$ cat src/rtl/prog_loader_if.sv
`timescale 1ns/1ps
`default_nettype none
// ============================================================================
//  Module   : prog_loader_if
//  Brief    : Byte-stream input and instruction-memory write bundle of the
//             program loader, plus its load status outputs.
//  Revision : 1.0  initial release
// ============================================================================
interface prog_loader_if #(
    parameter int ADDR_W = 7
);
    logic [7:0]        rx_data;
    logic              rx_valid;
    logic              rx_ready;
    logic              mem_we;
    logic [ADDR_W-1:0] mem_addr;
    logic [7:0]        mem_wdata;
    logic [7:0]        bytes_loaded;
    logic              load_done;
    logic              load_err;
    logic              core_run;

    modport master (
        output rx_data, rx_valid,
        input  rx_ready, mem_we, mem_addr, mem_wdata,
        input  bytes_loaded, load_done, load_err, core_run
    );

    modport slave (
        input  rx_data, rx_valid,
        output rx_ready, mem_we, mem_addr, mem_wdata,
        output bytes_loaded, load_done, load_err, core_run
    );
endinterface
`default_nettype wire

$ cat src/rtl/prog_loader.sv
`timescale 1ns/1ps
`default_nettype none
// ============================================================================
//  Module   : prog_loader
//  Brief    : Parses SYNC/LEN/payload/CSUM frames and writes the payload into
//             the core's instruction memory; enables the core on a good load.
//  Revision : 1.0  initial release
// ============================================================================
module prog_loader #(
    parameter int         ADDR_W  = 7,
    parameter int         DEPTH   = 128,
    parameter logic [7:0] SYNC    = 8'hA5,
    parameter int         TIMEOUT = 1000,
    parameter int         TO_W    = 10
) (
    input  logic         clk,
    input  logic         rst_n,
    prog_loader_if.slave bus
);
    localparam logic [8:0]      c_DEPTH   = 9'(DEPTH);
    localparam logic [TO_W-1:0] c_TO_LAST = TO_W'(TIMEOUT - 1);

    typedef enum logic [1:0] {
        S_IDLE = 2'd0,
        S_LEN  = 2'd1,
        S_DATA = 2'd2,
        S_CSUM = 2'd3
    } state_t;

    state_t            state_q;
    logic [7:0]        len_q;
    logic [7:0]        sum_q;
    logic [7:0]        cnt_q;
    logic [7:0]        wdata_q;
    logic [ADDR_W-1:0] addr_q;
    logic [TO_W-1:0]   to_q;
    logic              we_q;
    logic              done_q;
    logic              err_q;

    logic              w_acc;
    logic              w_len_ok;
    logic              w_expire;
    logic [7:0]        w_sum;
    logic [7:0]        w_cnt_nx;

    always_comb begin
        w_acc    = bus.rx_valid;
        w_sum    = sum_q + bus.rx_data;
        w_cnt_nx = cnt_q + 8'd1;
        w_len_ok = (bus.rx_data != 8'd0) && ({1'b0, bus.rx_data} <= c_DEPTH);
        // A byte landing on the expiry cycle takes priority over the abort.
        w_expire = (to_q == c_TO_LAST) && !w_acc;
    end

    always_ff @(posedge clk or posedge rst_n) begin
        if (rst_n) begin
            state_q <= S_IDLE;
            len_q   <= '0;
            sum_q   <= '0;
            cnt_q   <= '0;
            wdata_q <= '0;
            addr_q  <= '0;
            to_q    <= '0;
            we_q    <= 1'b0;
            done_q  <= 1'b0;
            err_q   <= 1'b0;
        end else begin
            we_q <= 1'b0;
            if (state_q == S_IDLE) begin
                to_q <= '0;
                if (w_acc && (bus.rx_data == SYNC)) begin
                    done_q  <= 1'b0;
                    err_q   <= 1'b0;
                    cnt_q   <= '0;
                    sum_q   <= '0;
                    state_q <= S_LEN;
                end
            end else if (w_expire) begin
                err_q   <= 1'b1;
                to_q    <= '0;
                state_q <= S_IDLE;
            end else if (!w_acc) begin
                to_q <= to_q + TO_W'(1);
            end else begin
                to_q <= '0;
                if (state_q == S_LEN) begin
                    if (w_len_ok) begin
                        len_q   <= bus.rx_data;
                        sum_q   <= bus.rx_data;
                        cnt_q   <= '0;
                        state_q <= S_DATA;
                    end else begin
                        err_q   <= 1'b1;
                        state_q <= S_IDLE;
                    end
                end else if (state_q == S_DATA) begin
                    we_q    <= 1'b1;
                    addr_q  <= cnt_q[ADDR_W-1:0];
                    wdata_q <= bus.rx_data;
                    cnt_q   <= w_cnt_nx;
                    sum_q   <= w_sum;
                    if (w_cnt_nx == len_q) begin
                        state_q <= S_CSUM;
                    end
                end else begin
                    if (w_sum == 8'd0) begin
                        done_q <= 1'b1;
                    end else begin
                        err_q <= 1'b1;
                    end
                    state_q <= S_IDLE;
                end
            end
        end
    end

    assign bus.rx_ready     = 1'b1;
    assign bus.mem_we       = we_q;
    assign bus.mem_addr     = addr_q;
    assign bus.mem_wdata    = wdata_q;
    assign bus.bytes_loaded = cnt_q;
    assign bus.load_done    = done_q;
    assign bus.load_err     = err_q;
    assign bus.core_run     = done_q;
endmodule
`default_nettype wire

$ cat src/flat_wrapper.sv
// flat-port wrapper written by rule: the top's interface ports become plain ports
module prog_loader_flat 
#(
    parameter int         ADDR_W  = 7,
    parameter int         DEPTH   = 128,
    parameter logic [7:0] SYNC    = 8'hA5,
    parameter int         TIMEOUT = 1000,
    parameter int         TO_W    = 10
)
  (clk, rst_n, bus_rx_data, bus_rx_valid, bus_rx_ready, bus_mem_we, bus_mem_addr, bus_mem_wdata, bus_bytes_loaded, bus_load_done, bus_load_err, bus_core_run);
  prog_loader_if #(.ADDR_W(ADDR_W)) bus_i ();
  input  logic clk;
  input  logic rst_n;
  input wire logic [$bits(bus_i.rx_data)-1:0] bus_rx_data;
  input wire logic [$bits(bus_i.rx_valid)-1:0] bus_rx_valid;
  output wire logic [$bits(bus_i.rx_ready)-1:0] bus_rx_ready;
  output wire logic [$bits(bus_i.mem_we)-1:0] bus_mem_we;
  output wire logic [$bits(bus_i.mem_addr)-1:0] bus_mem_addr;
  output wire logic [$bits(bus_i.mem_wdata)-1:0] bus_mem_wdata;
  output wire logic [$bits(bus_i.bytes_loaded)-1:0] bus_bytes_loaded;
  output wire logic [$bits(bus_i.load_done)-1:0] bus_load_done;
  output wire logic [$bits(bus_i.load_err)-1:0] bus_load_err;
  output wire logic [$bits(bus_i.core_run)-1:0] bus_core_run;
  assign bus_i.rx_data = bus_rx_data;
  assign bus_i.rx_valid = bus_rx_valid;
  assign bus_rx_ready = bus_i.rx_ready;
  assign bus_mem_we = bus_i.mem_we;
  assign bus_mem_addr = bus_i.mem_addr;
  assign bus_mem_wdata = bus_i.mem_wdata;
  assign bus_bytes_loaded = bus_i.bytes_loaded;
  assign bus_load_done = bus_i.load_done;
  assign bus_load_err = bus_i.load_err;
  assign bus_core_run = bus_i.core_run;
  prog_loader #(.ADDR_W(ADDR_W), .DEPTH(DEPTH), .SYNC(SYNC), .TIMEOUT(TIMEOUT), .TO_W(TO_W)) u_core (.clk(clk), .rst_n(rst_n), .bus(bus_i));
endmodule
$ cat config.mk
export PLATFORM = sky130hd
export DESIGN_NAME = prog_loader_flat
export DESIGN_NICKNAME = d
export VERILOG_FILES = /design/src/rtl/prog_loader_if.sv /design/src/rtl/prog_loader.sv /design/src/flat_wrapper.sv
export SDC_FILE = /design/constraint.sdc
export NUM_CORES = 1
export LEC_CHECK = 0
export ABC_AREA = 1
export CORE_UTILIZATION = 45
export DETAILED_ROUTE_END_ITERATION = 7
export PLACE_DENSITY = 0.77
export REMOVE_ABC_BUFFERS = 1
export SLEW_MARGIN = 20
export SYNTH_ARGS = -nofsm -noshare
export SYNTH_HDL_FRONTEND = slang
export SYNTH_SLANG_ARGS = --single-unit
$ cat constraint.sdc
create_clock -name clk -period 2.6 [get_ports clk]
set_input_delay 0.26 -clock clk [delete_from_list [all_inputs] [get_ports clk]]
set_output_delay 0.26 -clock clk [all_outputs]
set_load 0.05 [all_outputs]
==> results of run 1 <==
power by group:
| group | switching [W] | internal [W] | total [W] |
|---|---|---|---|
| logic | 0.00163 | 0.000846 | 0.00248 |
| clock network | 0.000279 | 0.000288 | 0.000566 |
| registers | 0.000276 | 0.00115 | 0.00143 |
| total | 0.00219 | 0.00229 | 0.00447 |
registers in the layout, indices dropped and copies added (netlist names):
register,cells
u_core.bus.mem_we,1
u_core.sum_q,8
u_core.bus.mem_addr,7
u_core.bus.core_run,1
u_core.state_q,2
u_core.len_q,8
u_core.bus.mem_wdata,8
u_core.bus.bytes_loaded,8
u_core.bus.load_err,1
u_core.to_q,10
final cells by class:
class                           instances  share of cell area
Clock buffer                            6              0.0197
Inverter                               67              0.0683
Tap cell                               80              0.0272
Multi-Input combinational cell        298               0.396
Timing Repair Buffer                   41               0.112
Sequential cell                        54               0.367
Clock inverter                          2              0.0102
logic make-up after synthesis:
group                    count (synthesis)  share of synthesized area
AO/OA/AOI/OAI                           52                     0.0992
AND/OR/NAND/NOR                        233                      0.318
other                                    1                    0.00120
flip-flops                              54                      0.432
buffers and inverters                   76                      0.102
XOR/XNOR                                 2                    0.00560
adder cells (fa/ha/maj)                 10                     0.0424
critical path, delay by kind of cell:
| kind | cells | cell delay (ns) |
|---|---|---|
| fa+ha+maj | 2 | 0.70 |
| simple gates | 6 | 0.65 |
| buf+inv | 1 | 0.45 |
| xor+xnor | 1 | 0.19 |
placed cells by master, fill, tap and decap left out:
| cell type | netlist | routed |
|---|---|---|
| a21o_1 | 1 | 1 |
| a21oi_1 | 7 | 7 |
| a221oi_1 | 1 | 1 |
| buf_12 | 0 | 1 |
| buf_4 | 2 | 3 |
| bufinv_16 | 0 | 1 |
| clkbuf_1 | 2 | 1 |
| clkbuf_8 | 0 | 5 |
| clkdlybuf4s50_1 | 0 | 37 |
| clkinvlp_4 | 0 | 1 |
| conb_1 | 1 | 1 |
| dfrtp_1 | 54 | 54 |
| fa_1 | 1 | 1 |
| ha_1 | 9 | 9 |
| inv_1 | 56 | 55 |
| inv_2 | 11 | 12 |
| nand2_1 | 146 | 146 |
| nand2_2 | 1 | 1 |
| nand3_1 | 34 | 34 |
| nand3_2 | 2 | 2 |
| nand3b_1 | 1 | 1 |
| nand4_1 | 7 | 7 |
| nand4_2 | 1 | 1 |
| nor2_1 | 26 | 26 |
| nor2_2 | 5 | 5 |
| nor2_4 | 1 | 1 |
| nor3_1 | 8 | 8 |
| o211ai_1 | 2 | 2 |
| o21a_1 | 1 | 1 |
| o21ai_0 | 14 | 14 |
| o21ai_1 | 16 | 16 |
| o21ai_2 | 1 | 1 |
| o221ai_1 | 1 | 1 |
| o22ai_1 | 5 | 5 |
| o22ai_2 | 3 | 3 |
| or2_2 | 1 | 1 |
| xor2_1 | 2 | 2 |
metrics by stage:
| stage | setup WS (ns) | instances |
|---|---|---|
| 2_1_floorplan | 0.749 | 419 |
| 3_3_place_gp | 0.297 | 540 |
| 3_5_place_dp | 0.250 | 540 |
| 4_1_cts | 0.575 | 548 |
| 5_1_grt | 0.457 | 548 |
| 6_report | 0.555 | 548 |
per-layer routing:
layer / wire (µm) / GRT usage
met1: 3150 / 0.261
met2: 3200 / 0.344
met3: 295 / 0.0379
met4: 150 / 0.0909
met5: 0 / 0
final timing paths:
kind | slack (ns) | end | start | cells after the start
worst max-delay path | 0.56 | u_core.bus.load_err | bus_rx_data[0] | 10
worst min-delay path | 0.21 | u_core.bus.bytes_loaded[6] | rst_n | 2
worst max register to register | 0.59 | u_core.bus.load_err | u_core.sum_q[0] | 9
worst min register to register | 0.46 | u_core.to_q[0] | u_core.to_q[0] | 1
max in group asynchronous | 1.79 | u_core.sum_q[7] | rst_n | 3
min in group clk | 0.46 | u_core.to_q[0] | u_core.to_q[0] | 1
==> impl_metrics.tcl, run 1 <==
set metrics [dict create \
    status "completed" \
    cts_buffers 5 \
    fin_tns_setup_ns 0 \
    insertion_delay_ns 0.31 \
    fmax_mhz 489 \
    post-route-min-period_ns 2.04 \
    min_path_type "primary input to async pin" \
    rsz0062_at_grt "false" \
    dieArea_mm2 0.00729 \
    gp_congestion 0.893 \
    rows 30 \
    cts.hold.buffers_added 0 \
    final_area_mm2 0.00368 \
    fin_util 0.545 \
    synth_largest_area_cell "dfrtp_1" \
    drtIter0Drc 158 \
    place.port_buffers 37 \
    critPathKind "primary input to register" \
    synth_flop_cell "dfrtp_1" \
    ys_ff_latch 54 \
    maxCapViolations 0 \
    vias 2776 \
    grt_overflow 0 \
    synth_top_area_share 0.432 \
    grt_max_degree 29 \
    ys_warn_count 0 \
    n_antenna_cell 0 \
    cp_cell_sequence "clkdlybuf4s50_1, ha_1, fa_1, xor2_1, nor2_1, nand3_1, nor3_1, nand3_1, nand3_1, nand2_1" \
    ir_worst_vdd_mv 0.472 \
    p_leak_nw 1.90 \
    path_max_fanout 3 \
    final-hold-violation-count 0 \
    clock_skew_ns 0.00797 \
    initial_core_util 0.463 \
    cts_tree "done" \
    setup_viol 0 \
    ys_seq_area_frac 0.432 \
    regArea_mm2 0.00135 \
    p_per_area_mw_per_mm2 1210 \
    synthArstFlopShare 1.00 \
    cts_root_buf "clkbuf_8" \
    wl_per_cell_um 12.4 \
    nets 488 \
    drc_errors 0 \
    ant_nets 0 \
    fp.dieH_um 85.4 \
    grt_pass1_wl_um 11900 \
    endpoint_kind "register" \
    grt_antenna_before_repair 0 \
    slowest_delay_ns 0.45 \
    synthCells 428 \
    multi_input_area_mm2 0.00146 \
    dpl_cell_area_mm2 0.00357 \
    cp.required_ns 2.81 \
    firstDrtPassIters 4 \
    timing.hold.ws_ns 0.212 \
    die_w_um 85.4 \
    worstPathArrival_ns 2.26 \
    cts_sinks 54 \
    synth.distinct_cells 34 \
    htree_num_levels 2 \
    synth_area_leaders "dfrtp_1 43%, nand2_1 18%, inv_1 6.7%" \
    fin_crit_sh 0.786 \
    grt_usage 0.206 \
    viasPerCell 5.07 \
    dpl.hpwl_um 5170 \
    clk_pin_slew_ns 0.10 \
    maxSlewHeadroom 0.664 \
    postSynthAreaPerCell_um2 7.31 \
    clock_path_buffers 2 \
    synth.most_common_cell "nand2_1" \
    routed_wl_um 6800 \
    worst-slew-pin-transition_ns 0.503 \
    grt_pass1_vias 2679 \
    cp-start-kind "primary input" \
    area_growth_pct 17.8 \
    num-fill-cells 612 \
    io_pins 39 \
    layout-drive-gt1-share 0.0812 \
    report.final.slew_viol_count 0 \
    cts_resized 0 \
    cp_slowest_cell "clkdlybuf4s50_1" \
    synthTopCellsByCount "146 x nand2_1, 56 x inv_1, 54 x dfrtp_1" \
    post_cts_buffers 0 \
    synth-edff-count 0 \
    core_area_mm2 0.00676 \
    critPathMostFrequentCell "nand3_1" \
    finalPower_w 0.00447 \
    synthesis.area_mm2 0.00313 \
]
No activity file was read; power rests on OpenSTA's default activity.
==> run 2: changes to the inputs <==
==> constraint.sdc (replaced) <==
create_clock -name clk -period 2.1 [get_ports clk]
set_input_delay 0.21 -clock clk [delete_from_list [all_inputs] [get_ports clk]]
set_output_delay 0.21 -clock clk [all_outputs]
set_load 0.05 [all_outputs]
==> run 2 against run 1 <==
Cell area rose by 1.6%. Clock-buffer cell count shrank 1. Cell count up 1.3%. Critical path depth down 1. Die area stayed put. Core utilization grew 0.87 points. Critical endpoint unchanged. Largest cell class unchanged.
==> impl_metrics.tcl, run 2 (synthesis gave the netlist of run 1 again) <==
set metrics [dict create \
    cts_tree "done" \
    grt_pass1_vias 2613 \
    min_path_type "primary input to async pin" \
    cp_cell_sequence "ha_1, fa_2, xor2_1, nor2_1, nand3_1, nor3_1, nand3_1, nand3_1, nand2_1" \
    fin_ws_ns 0.204 \
    fin_tns_setup_ns 0 \
    cts_buffers 5 \
    endpoint_kind "register" \
    wl_per_cell_um 12.0 \
    ant_nets 0 \
    cp-start-kind "register" \
    critPathKind "register to register" \
    finalPower_w 0.00557 \
    grt_overflow 0 \
    n_antenna_cell 0 \
    final_common_cell "nand2_1" \
    io_pins 39 \
    drtIter0Drc 181 \
    grt_antenna_before_repair 0 \
    cp_slowest_cell "dfrtp_1" \
    dieArea_mm2 0.00729 \
    cts.hold.buffers_added 0 \
    initial_core_util 0.463 \
    clock_skew_ns 0.00912 \
    nets 495 \
    ir_worst_vdd_mv 0.544 \
    timing.hold.ws_ns 0.234 \
    report.final.slew_viol_count 0 \
    area_growth_pct 19.7 \
    post-route-min-period_ns 1.90 \
    routed_wl_um 6630 \
    grt_max_degree 34 \
    critPathMostFrequentCell "nand3_1" \
    dpl.hpwl_um 5200 \
    cts_root_buf "clkbuf_8" \
    path_max_fanout 3 \
    setup_viol 0 \
    grt_usage 0.198 \
    grtUsageMet1 0.260 \
    use_met2 0.340 \
    status "completed" \
    die_w_um 85.4 \
    place.port_buffers 37 \
    worst-slew-pin-transition_ns 0.508 \
    final-hold-violation-count 0 \
    worstPathArrival_ns 2.10 \
    htree_num_levels 2 \
    fin_crit_sh 0.903 \
    vias 2794 \
    largest_register_ffs 10 \
    fmax_mhz 527 \
    maxSlewHeadroom 0.660 \
    firstDrtPassIters 4 \
    insertion_delay_ns 0.31 \
    cts_sinks 54 \
    layout-drive-gt1-share 0.0989 \
    maxCapViolations 0 \
    drc_errors 0 \
    p_leak_nw 1.93 \
    largest-register "u_core.to_q" \
    rows 30 \
    slowest_delay_ns 0.41 \
    fp.dieH_um 85.4 \
    grt_pass1_wl_um 11600 \
    viasPerCell 5.03 \
    cp.required_ns 2.31 \
    rsz0062_at_grt "false" \
    clk_pin_slew_ns 0.10 \
    use_met3 0.0340 \
    final_cell_mix "146 x nand2_1, 55 x inv_1, 54 x dfrtp_1" \
    core_area_mm2 0.00676 \
    preCtsSetupSlack_ns -0.109 \
    p_per_area_mw_per_mm2 1490 \
    grt_busiest_layer "met2" \
    clock_path_buffers 2 \
    fin_util 0.554 \
    gp_congestion 0.910 \
]
-- run 2: layout make-up --
class                   count  area (µm²)
clock buffers               5        68.8
clock inverters             3        45.0
fillers                   609        3010
inverters                  67         251
multi-input cells         298        1460
flip-flops and latches     54        1350
well taps                  80         100
repair buffers             48         465
-- run 2: what timing repair did --
action                                  4_1_cts  5_1_grt
gates resized for setup                       0        1
endpoints found under the setup margin        0        1
setup buffers                                 0        0
-- run 2: final timing paths --
| kind | slack, ns | end | from | depth (start not counted) |
|---|---|---|---|---|
| worst max-delay path | 0.20 | u_core.bus.load_err | u_core.sum_q[0] | 9 |
| worst min-delay path | 0.23 | u_core.bus.mem_addr[3] | rst_n | 2 |
| worst max register to register | 0.20 | u_core.bus.load_err | u_core.sum_q[0] | 9 |
| worst min register to register | 0.48 | u_core.to_q[0] | u_core.to_q[0] | 1 |
| max in group asynchronous | 1.34 | u_core.bus.load_err | rst_n | 3 |
| min in group clk | 0.48 | u_core.to_q[0] | u_core.to_q[0] | 1 |
-- run 2: per-layer routing --
| layer | vias to the layer above | share of wire |
|---|---|---|
| met1 | 1285 | 0.47 |
| met3 | 10 | 0.032 |
| met5 | - | 0 |
| met4 | 0 | 0.016 |
| li1 | 1451 | - |
| met2 | 48 | 0.48 |
-- run 2: critical path: cells and delay by family (launching register included) --
| kind | cells | cell delay [ns] |
|---|---|---|
| and+or+nand+nor | 6 | 0.60 |
| DFF | 1 | 0.41 |
| xor gates and xnor gates | 1 | 0.18 |
| adders and majority gates | 2 | 0.59 |
-- run 2: metrics by stage --
stage                     cells  instance area, µm²
after global placement      547                3630
after floorplan             419                3060
after detailed placement    547                3630
after global routing        555                3740
after CTS                   555                3740
final                       555                3740
-- run 2: where the power goes --
group          switching [W]  total, W  internal, W
Sequential          0.000342   0.00177      0.00143
Combinational        0.00203   0.00310      0.00107
Clock               0.000351  0.000706     0.000355
Total                0.00272   0.00557      0.00285
==> run 3: changes to the inputs <==
--- a/config.mk
+++ b/config.mk
@@ -6,6 +6,7 @@
 export NUM_CORES = 1
 export LEC_CHECK = 0
 export ABC_AREA = 1
+export CAP_MARGIN = 40
 export CORE_UTILIZATION = 45
 export DETAILED_ROUTE_END_ITERATION = 7
 export PLACE_DENSITY = 0.77
==> results of run 3 <==
The final DEF is identical to that of run 2; final timing and power are the same.
